--- src/rtl/race_pkg.sv ---
// Shared definitions for the LED racer screen sequencer.
//   state_t       : screen states (MENU, PLAYING, WIN)
//   PLAYER_*      : 2-bit player identifiers used on winner_id
//   pos_width()   : bit width of a player position for a given track length
package race_pkg;

    typedef enum logic [1:0] {
        MENU    = 2'd0,
        PLAYING = 2'd1,
        WIN     = 2'd2
    } state_t;

    localparam logic [1:0] PLAYER_GREEN  = 2'd0;
    localparam logic [1:0] PLAYER_RED    = 2'd1;
    localparam logic [1:0] PLAYER_BLUE   = 2'd2;
    localparam logic [1:0] PLAYER_YELLOW = 2'd3;

    function automatic int pos_width(input int max_pos);
        return (max_pos > 1) ? $clog2(max_pos) : 1;
    endfunction

endpackage

--- src/rtl/race_screen_controller_winner_select.sv ---
// Combinational winner priority encoder.
// Ports:
//   green_pos, red_pos, blue_pos, yellow_pos : player positions
//   winner_id : first player at the finish LED (MAX_POS-1) in order
//               green > red > blue > yellow; green if nobody is there
module winner_select
    import race_pkg::*;
#(
    parameter int MAX_POS = 109
) (
    input  logic [pos_width(MAX_POS)-1:0] green_pos,
    input  logic [pos_width(MAX_POS)-1:0] red_pos,
    input  logic [pos_width(MAX_POS)-1:0] blue_pos,
    input  logic [pos_width(MAX_POS)-1:0] yellow_pos,
    output logic [1:0]                    winner_id
);

    localparam int POS_W = pos_width(MAX_POS);
    localparam logic [POS_W-1:0] FINISH_POS = POS_W'(MAX_POS - 1);

    always_comb begin
        winner_id = PLAYER_GREEN;
        if (green_pos == FINISH_POS) begin
            winner_id = PLAYER_GREEN;
        end else if (red_pos == FINISH_POS) begin
            winner_id = PLAYER_RED;
        end else if (blue_pos == FINISH_POS) begin
            winner_id = PLAYER_BLUE;
        end else if (yellow_pos == FINISH_POS) begin
            winner_id = PLAYER_YELLOW;
        end
    end

endmodule

--- src/rtl/race_screen_controller.sv ---
// Screen sequencer for the LED racer: MENU -> PLAYING -> WIN -> MENU.
// Ports:
//   clk, rst_n        : system clock, async active-low reset
//   start_btn         : debounced start button level
//   game_finished     : finish detector flag
//   *_cur_pos         : the four player positions
//   is_in_menu        : registered MENU indicator (feeds the finish detector)
//   players_reset     : one-cycle clear pulse for the position counters
//   winner_valid      : high while the win screen is shown
//   winner_id         : latched winner, meaningful when winner_valid=1
//   winner_blink      : blink phase for the winner LEDs, 0 outside WIN
//
// state   | meaning
// MENU    | waiting for a start button rising edge
// PLAYING | race running, waiting for game_finished
// WIN     | winner shown for WIN_HOLD_CYCLES cycles with blinking LEDs
module race_screen_controller
    import race_pkg::*;
#(
    parameter int MAX_POS         = 109,
    parameter int WIN_HOLD_CYCLES = 150000000,
    parameter int BLINK_CYCLES    = 12500000
) (
    input  logic                          clk,
    input  logic                          rst_n,
    input  logic                          start_btn,
    input  logic                          game_finished,
    input  logic [pos_width(MAX_POS)-1:0] green_cur_pos,
    input  logic [pos_width(MAX_POS)-1:0] red_cur_pos,
    input  logic [pos_width(MAX_POS)-1:0] blue_cur_pos,
    input  logic [pos_width(MAX_POS)-1:0] yellow_cur_pos,
    output logic                          is_in_menu,
    output logic                          players_reset,
    output logic                          winner_valid,
    output logic [1:0]                    winner_id,
    output logic                          winner_blink
);

    localparam int HOLD_W  = (WIN_HOLD_CYCLES > 1) ? $clog2(WIN_HOLD_CYCLES) : 1;
    localparam int BLINK_W = (BLINK_CYCLES > 1) ? $clog2(BLINK_CYCLES) : 1;
    localparam logic [HOLD_W-1:0]  HOLD_LAST  = HOLD_W'(WIN_HOLD_CYCLES - 1);
    localparam logic [BLINK_W-1:0] BLINK_LAST = BLINK_W'(BLINK_CYCLES - 1);

    state_t              state_q, state_d;
    logic                start_btn_q;
    logic                in_menu_q, in_menu_d;
    logic                preset_q, preset_d;
    logic                valid_q, valid_d;
    logic [1:0]          id_q, id_d;
    logic                blink_q, blink_d;
    logic [HOLD_W-1:0]   hold_q, hold_d;
    logic [BLINK_W-1:0]  blink_cnt_q, blink_cnt_d;
    logic [1:0]          sel_id;
    logic                start_rise;

    winner_select #(
        .MAX_POS (MAX_POS)
    ) u_winner_select (
        .green_pos  (green_cur_pos),
        .red_pos    (red_cur_pos),
        .blue_pos   (blue_cur_pos),
        .yellow_pos (yellow_cur_pos),
        .winner_id  (sel_id)
    );

    assign start_rise = start_btn & ~start_btn_q;

    always_ff @(posedge clk or negedge rst_n) begin
        if (!rst_n) begin
            state_q     <= MENU;
            start_btn_q <= 1'b0;
            in_menu_q   <= 1'b1;
            preset_q    <= 1'b0;
            valid_q     <= 1'b0;
            id_q        <= PLAYER_GREEN;
            blink_q     <= 1'b0;
            hold_q      <= '0;
            blink_cnt_q <= '0;
        end else begin
            state_q     <= state_d;
            start_btn_q <= start_btn;
            in_menu_q   <= in_menu_d;
            preset_q    <= preset_d;
            valid_q     <= valid_d;
            id_q        <= id_d;
            blink_q     <= blink_d;
            hold_q      <= hold_d;
            blink_cnt_q <= blink_cnt_d;
        end
    end

    always_comb begin
        state_d     = state_q;
        preset_d    = 1'b0;
        valid_d     = valid_q;
        id_d        = id_q;
        blink_d     = blink_q;
        hold_d      = hold_q;
        blink_cnt_d = blink_cnt_q;

        case (state_q)
            MENU: begin
                if (start_rise) begin
                    state_d  = PLAYING;
                    preset_d = 1'b1;
                end
            end
            PLAYING: begin
                if (game_finished) begin
                    state_d     = WIN;
                    id_d        = sel_id;
                    valid_d     = 1'b1;
                    hold_d      = '0;
                    blink_cnt_d = '0;
                    blink_d     = 1'b1;
                end
            end
            WIN: begin
                if (hold_q == HOLD_LAST) begin
                    state_d = MENU;
                    valid_d = 1'b0;
                    blink_d = 1'b0;
                end else begin
                    hold_d = hold_q + HOLD_W'(1);
                    if (blink_cnt_q == BLINK_LAST) begin
                        blink_cnt_d = '0;
                        blink_d     = ~blink_q;
                    end else begin
                        blink_cnt_d = blink_cnt_q + BLINK_W'(1);
                    end
                end
            end
            default: begin
                state_d = MENU;
                valid_d = 1'b0;
                blink_d = 1'b0;
            end
        endcase

        // Registered copy of "next state is MENU" keeps the finish-detector loop sequential.
        in_menu_d = (state_d == MENU);
    end

    assign is_in_menu    = in_menu_q;
    assign players_reset = preset_q;
    assign winner_valid  = valid_q;
    assign winner_id     = id_q;
    assign winner_blink  = blink_q;

endmodule

--- config.mk ---
export PLATFORM = sky130hd
export DESIGN_NAME = race_screen_controller
export DESIGN_NICKNAME = d
export VERILOG_FILES = /design/src/rtl/race_pkg.sv /design/src/rtl/race_screen_controller_winner_select.sv /design/src/rtl/race_screen_controller.sv
export SDC_FILE = /design/constraint.sdc
export NUM_CORES = 1
export LEC_CHECK = 0
export CAP_MARGIN = 20
export CORE_MARGIN = 1
export CORE_UTILIZATION = 45
export CTS_BUF_LIST = sky130_fd_sc_hd__clkbuf_8
export DETAILED_ROUTE_END_ITERATION = 16
export DONT_BUFFER_PORTS = 1
export GPL_TIMING_DRIVEN = 1
export PLACE_DENSITY = 0.58
export SETUP_SLACK_MARGIN = 0.3
export SYNTH_ARGS = -nofsm -noshare
export SYNTH_HDL_FRONTEND = slang
export SYNTH_SLANG_ARGS = --single-unit
export TNS_END_PERCENT = 100
--- constraint.sdc ---
create_clock -name clk -period 5.2 [get_ports clk]
set_input_delay 0.52 -clock clk [delete_from_list [all_inputs] [get_ports clk]]
set_output_delay 0.52 -clock clk [all_outputs]
set_load 0.1 [all_outputs]
---- After elaboration in Yosys (flattened, before gate mapping) ----
Index checks and enable logic that the tools add are counted.
word-level totals
  bits of input ports ..................... 32
  memory bits (read-only) ................. 0
  latch bits .............................. 0
  RAM bits ................................ 0
  output and inout port bits .............. 6
  bits in registers ....................... 61
  word-level logic and storage cells ...... 57
  memories kept ........................... 0
operators by class
  add/subtract/negate cells ............... 2
  reduce and logical (&&, ||, !) cells .... 7
  multipliers ............................. 0
  eq/ne operators ......................... 12
  div/mod/pow operators ................... 0
  bitwise logic cells ..................... 4
  multiplexer cells ....................... 23
  order comparisons ....................... 0
  shift operators ......................... 0
operators with widths
  kind                     count
  $mux W24                 3
  $mux W28                 2
  $pmux W28 S2             1
  $pmux W24 S2             1
  $add A28 B1 Y28 const B  1
  $eq A28 B28 Y1 const B   1
  $eq A7 B7 Y1 const B     4
  $add A24 B1 Y24 const B  1
  $eq A24 B24 Y1 const B   1
  $mux W2                  7
  $reduce_and A3 Y1        3
  $mux W1                  6
  $ne A2 B2 Y1 const B     3
  $pmux W1 S3              2
  $pmux W2 S3              1
  $logic_not A2 Y1         2
  $ne A3 B3 Y1 const B     1
  $not A1 Y1               3
  $eq A2 B1 Y1 const B     1
  $eq A2 B2 Y1 const B     1
  $reduce_and A2 Y1        1
  $reduce_bool A2 Y1       1
  $and A1 B1 Y1            1

---- Longest topological paths before layout ----
  depth in word-level cells ............... 5
  depth in mapped cells ................... 9
  gate-level depth less buffers ........... 7

---- Cells and area by module ----
From an unflattened synthesis, not the netlist that was laid out.
second synthesis, totals
  cell total of the unflattened synthesis .. 421
  area, all modules ....................... 3811.2 sq um
by module, submodules not included
  module                  sequential area each (sq um)  area an instance (sq um)  times used  cells an instance
  race_screen_controller  1527.7                        3699.8                    1           407
  winner_select           0.0                           111.4                     1           14

---- Least setup slack after synthesis ----
Ideal clock, no wire load.
  path type ............................... register to register
  from .................................... register blink_cnt_q[0]
  to ...................................... register blink_cnt_q[14]
  stages on the path, launching flop included .. 7
  library setup time ...................... 0.121 ns
  path slack .............................. 3.058 ns
  arrival ................................. 2.021 ns
  path through ............................ dfrtp_1 -> ha_1 -> nand4_2 -> or4_1 -> or2_0 -> a211o_1 -> a22o_1
on the way
  cells in the longest elaborated chain, start to end .. 4
  elaborated cells between the ends (all ways) .. 5
  those cells by class .................... add/sub (1); eq/ne (1); mux (3)
ends and longest elaborated chain
  item                                               RTL line                                                      source
  start: declaration                                 race_screen_controller.sv:52                                  logic [BLINK_W-1:0] blink_cnt_q, blink_cnt_d;
  start signal: assignment                           race_screen_controller.sv:88                                  blink_cnt_q <= blink_cnt_d;
  $add A24 B1 Y24 or $eq A24 B24 Y1 (tied branches)  race_screen_controller.sv:129, race_screen_controller.sv:125
  $mux W24 *                                         race_screen_controller.sv:125                                 if (blink_cnt_q == BLINK_LAST) begin
  $mux W24 *                                         race_screen_controller.sv:119                                 if (hold_q == HOLD_LAST) begin
  $pmux W24 S2 *                                     race_screen_controller.sv:101                                 case (state_q)
Every way passes the cells marked *; elsewhere a longest branch is shown, timed or not. The select of a mux whose other input is x is not followed.
A chain may end at the register's enable or synchronous reset.

---- Worst setup path in the final report ----
  from .................................... register state_q[0]
  to ...................................... register blink_cnt_q[10]
on the way
  cells in the longest elaborated chain, start to end .. 3
  elaborated cells between the ends (all ways) .. 7
  those cells by class .................... eq/ne (4); mux (1); reduce/logical (2)
ends and longest elaborated chain
  item                                                                 RTL line                       source
  start: declaration                                                   race_screen_controller.sv:44   state_t state_q, state_d;
  start signal: assignment                                             race_screen_controller.sv:80   state_q <= state_d;
  $eq A2 B2 Y1 or $eq A2 B1 Y1 (tied branches)                         race_screen_controller.sv:101
  $ne A2 B2 Y1 (no source line) or $reduce_bool A2 Y1 (tied branches)  -
  $reduce_and A3 Y1 (no source line)                                   -
Several ways; a longest one is shown, not always the timed one.

==> summary.md <==
| Metric | Value |
|---|---|
| Antenna violations before repair | 0 |
| DR WL/cell | 18.35 um |
| Critical path class | flip-flop to flip-flop |
| Type of the worst min-delay path | input port to async pin |
| Max-cap viol count | 0 |
| M1 WL | around 4.7 mm |
| Final nets | about 460 |
| Share of cells above drive strength 1 | between 8 and 9% |
| Num CTS Buffers | 9 |
| IO buf count | 0 |
| Clk sinks | 61 |
| Final hold viol count | 0 |
| Bufs on Longest Clock Path | 2 |
| Number of core rows | 33 |
| Syn Area/Cell | 8.843 um^2 |
| Leak pwr | 1.701 nW |
| Met3 Wirelength | 439 um |
| Adder-cell share of the synthesized area | 1.970% |
| Post-Syn Nets | 469 |
| Final core utilization | 50.33% |
| First-pass GRT wire length | 15.86 mm |
| Final Setup Violations | 0 |
| Placed Cells | between 500 and 600 |
| Initial Util | 46.38% |
| CTS Root Cell | clkbuf_8 |
| VDD IR max | 0.1890 mV |
| Antenna cell count | 0 |
| Multi-input gate area | around 0.0021 mm^2 |
| Setup TNS | 0 ps |
| Status | complete, no violations |
| Post_cts resized | 0 |
| Final Skew | 14.52 ps |
| CP endpoint kind | flip-flop |
| Die area | 0.008842 mm^2 |
| CP peak stage delay | around 670 ps |
| Critical path arrival | 3260 ps |
| Via count | around 3.4k |
| Gr ovfl total | 0 |
| Vias in the first global route | ~3.2k |
| CP required | 5500 ps |
| I/O pins | 38 |
| Pre-antenna DRT Iters | 4 |
| DR iter-0 viols | 237 |
| Ys flop type | dfrtp_1 |
| RePlAce Congestion | 0.8461 |
| FF/Latch Area | 0.001528 mm^2 |
| Largest net degree at the start of global routing | between 60 and 70 |
| Vias per cell | approximately 6.5 |
| Mux contribution to synthesized area | 0.5581% |
| Final min period | roughly 3000 ps |
| Mapped Cells | 431 |
| Worst-Skew Late Latency | 360 ps |
| Startpoint Class | flip-flop |
| Core Footprint | 0.008217 mm^2 |
| Fill cells | 764 |
| Post-DP HPWL | between 6 and 7 mm |
| Slew @ Worst Pin | 971.5 ps |
| H-Tree Depth | 3 |
| Unrepaired setup endpoints after global routing | no |
| Die Y | 94.03 um |
| Final worst-path cycle share | 57.08% |
| Fmax | approximately 340 MHz |
| CP Max Fanout | 25 |
| Residual DRC | 0 |
| Ys Warns | 0 |
| Clock slew seen by the registers of the worst setup and hold paths | 80 ps |
| Horiz. Die Dim | approximately 94 um |
| Layout area overhead | 8.503% |
| Yosys reg bits | 61 |
| Non-Filler Instances | 534 |
| Post-Synth Simple-Gate Area | 28.99% |
| Post-synthesis sequential area ratio | 40.09% |
| Post-synthesis cell type count | 65 |
| Post-synth ARST share | between 90% and 100% |
| CTS tree | built |
| WL met2 | 4.442 mm |
| Synth Area in XOR/XNOR | less than 1% |
| Combinational family with the most area after synthesis | simple AND/OR/NAND/NOR gates |
| Fraction of the mapped netlist area in compound gates | 23.57% |
| Crit-path cells | inv_1 > ha_1 > inv_1 > a21oi_2 > buf_4 > and3_1 > a22o_1 |
| CP most frequent cell | inv_1 |
| Top sig layer | met4 |
| Total Routed Length | just under 10 mm |
| Post-synth EDFFs | 0 |
| Max stage delay cell, worst path | ha_1 |
| Mapped Area | about 0.0038 mm^2 |
| Slew Viols, Final | 0 |
| GRT Total Usage | 23.25% |
| ANT nets after route | 0 |
| Slew headroom | 35.23% |
| Power per Cell Area | 395.7 mW/mm^2 |
[cell usage in the layout (no fill, tap or decap), types with 5 or more instances in the layout]
master / netlist / final
nor3_1: 14 / 14
o21ai_0: 27 / 26
nand2_1: 37 / 37
or4_1: 5 / 5
ha_1: 6 / 6
clkbuf_8: 0 / 11
nor2_1: 30 / 30
buf_4: 0 / 5
nand3_1: 30 / 30
inv_1: 18 / 19
a31oi_1: 7 / 7
and4_1: 6 / 6
nor4b_1: 6 / 6
and3_1: 12 / 12
o31ai_1: 11 / 11
dfrtp_1: 60 / 60
nand4_1: 21 / 21
a211oi_1: 12 / 12
a211o_1: 13 / 13
a22o_1: 14 / 14
[flip-flops by register name, summed over array words and instances, names as in the netlist]
signal and count:
is_in_menu 1, players_reset 1, state_q 2, winner_id 2, start_btn_q 1, winner_valid 1, blink_cnt_q 24, winner_blink 1
hold_q 28
[synthesized netlist by cell type (all sizes together) (7+ instances only)]
cell | instances | share of area [%]
nor3 | 15 | 2.1
o21ai | 28 | 3.8
o31ai | 11 | 2.2
nand2 | 37 | 3.6
dfrtp | 60 | 39
a211o | 13 | 3.0
a211oi | 12 | 2.4
and3 | 12 | 2.0
nor2 | 30 | 3.0
clkbuf | 15 | 1.5
inv | 18 | 1.8
a31oi | 7 | 1.1
buf | 9 | 1.3
nand3 | 30 | 3.9
nand4 | 22 | 3.8
a22o | 14 | 3.2
[routing by layer]
layer  up-vias  global-route usage (%)
met4         0                   8.462
met2        96                   35.77
met3        16                   4.531
met5         -                       0
li1       1650                       -
met1      1686                   32.33
[power by group]
| part | internal, W | switching, W | total, W | leakage, nW |
|---|---|---|---|---|
| sequential | 0.000514 | 0.000125 | 0.000639 | 0.840 |
| clock | 0.000293 | 0.000202 | 0.000495 | 0.121 |
| combinational | 0.000177 | 0.000325 | 0.000503 | 0.740 |
| total | 0.000984 | 0.000652 | 0.00164 | 1.70 |
[stage by stage]
step / worst slack [ps] / total power, W / hold WS (ps) / cell area [um^2]
6_report: 2232 / 0.001636 / 15.92 / 4135
3_3_place_gp: 2288 / 0.001132 / 225.8 / 3882
4_1_cts: 2217 / 0.001647 / 38.36 / 4135
5_1_grt: 1996 / 0.001726 / 41.58 / 4135
2_1_floorplan: 3058 / 0.001014 / 224.4 / 3811
3_5_place_dp: 2220 / 0.001137 / 226.1 / 3882
[final timing paths]
path | start | to | slack [ps] | depth (start not counted)
max | state_q[0]$_DFF_PN0_ | blink_cnt_q[10]$_DFFE_PN0P_ | 2230 | 7
min | rst_n | blink_cnt_q[13]$_DFFE_PN0P_ | 20 | 1
max reg2reg | state_q[0]$_DFF_PN0_ | blink_cnt_q[10]$_DFFE_PN0P_ | 2230 | 7
min reg2reg | hold_q[6]$_DFFE_PN0P_ | hold_q[6]$_DFFE_PN0P_ | 500 | 1
max in group asynchronous | rst_n | is_in_menu$_DFF_PN1_ | 4870 | 1
min in group clk | start_btn | start_btn_q$_DFF_PN0_ | 190 | 0
[critical path: cells and delay by family (launching register included)]
| kind | cells | cell delay, ps |
|---|---|---|
| compound gates | 2 | 430 |
| fa+ha+maj | 1 | 670 |
| buf+inv | 3 | 860 |
| flops | 1 | 420 |
| simple gates | 1 | 520 |
[cells by family (layout without fill, tap and decap cells)]
kind of cell / count (synthesis) / after routing
AO/OA/AOI/OAI: 122 / 122
XOR/XNOR: 1 / 1
adder cells (fa/ha/maj): 6 / 6
buffers and inverters: 42 / 40
flip-flops: 61 / 61
multiplexers: 2 / 2
AND/OR/NAND/NOR: 197 / 197
[area by class of cell]
class                      count  area share [%]
tap                          105           3.177
multi-input combinational    328           51.23
timing repair buffer           6           1.573
clock buffer                  11           3.661
inverter                      18           1.634
sequential                    61           36.94
clock inverter                 5           1.785
[repair_timing]
item	4_1_cts	5_1_grt
endpoints found under the hold margin	61	0
setup buffers	0	0
hold buffers	1	0
No activity file was read; power rests on OpenSTA's default activity.
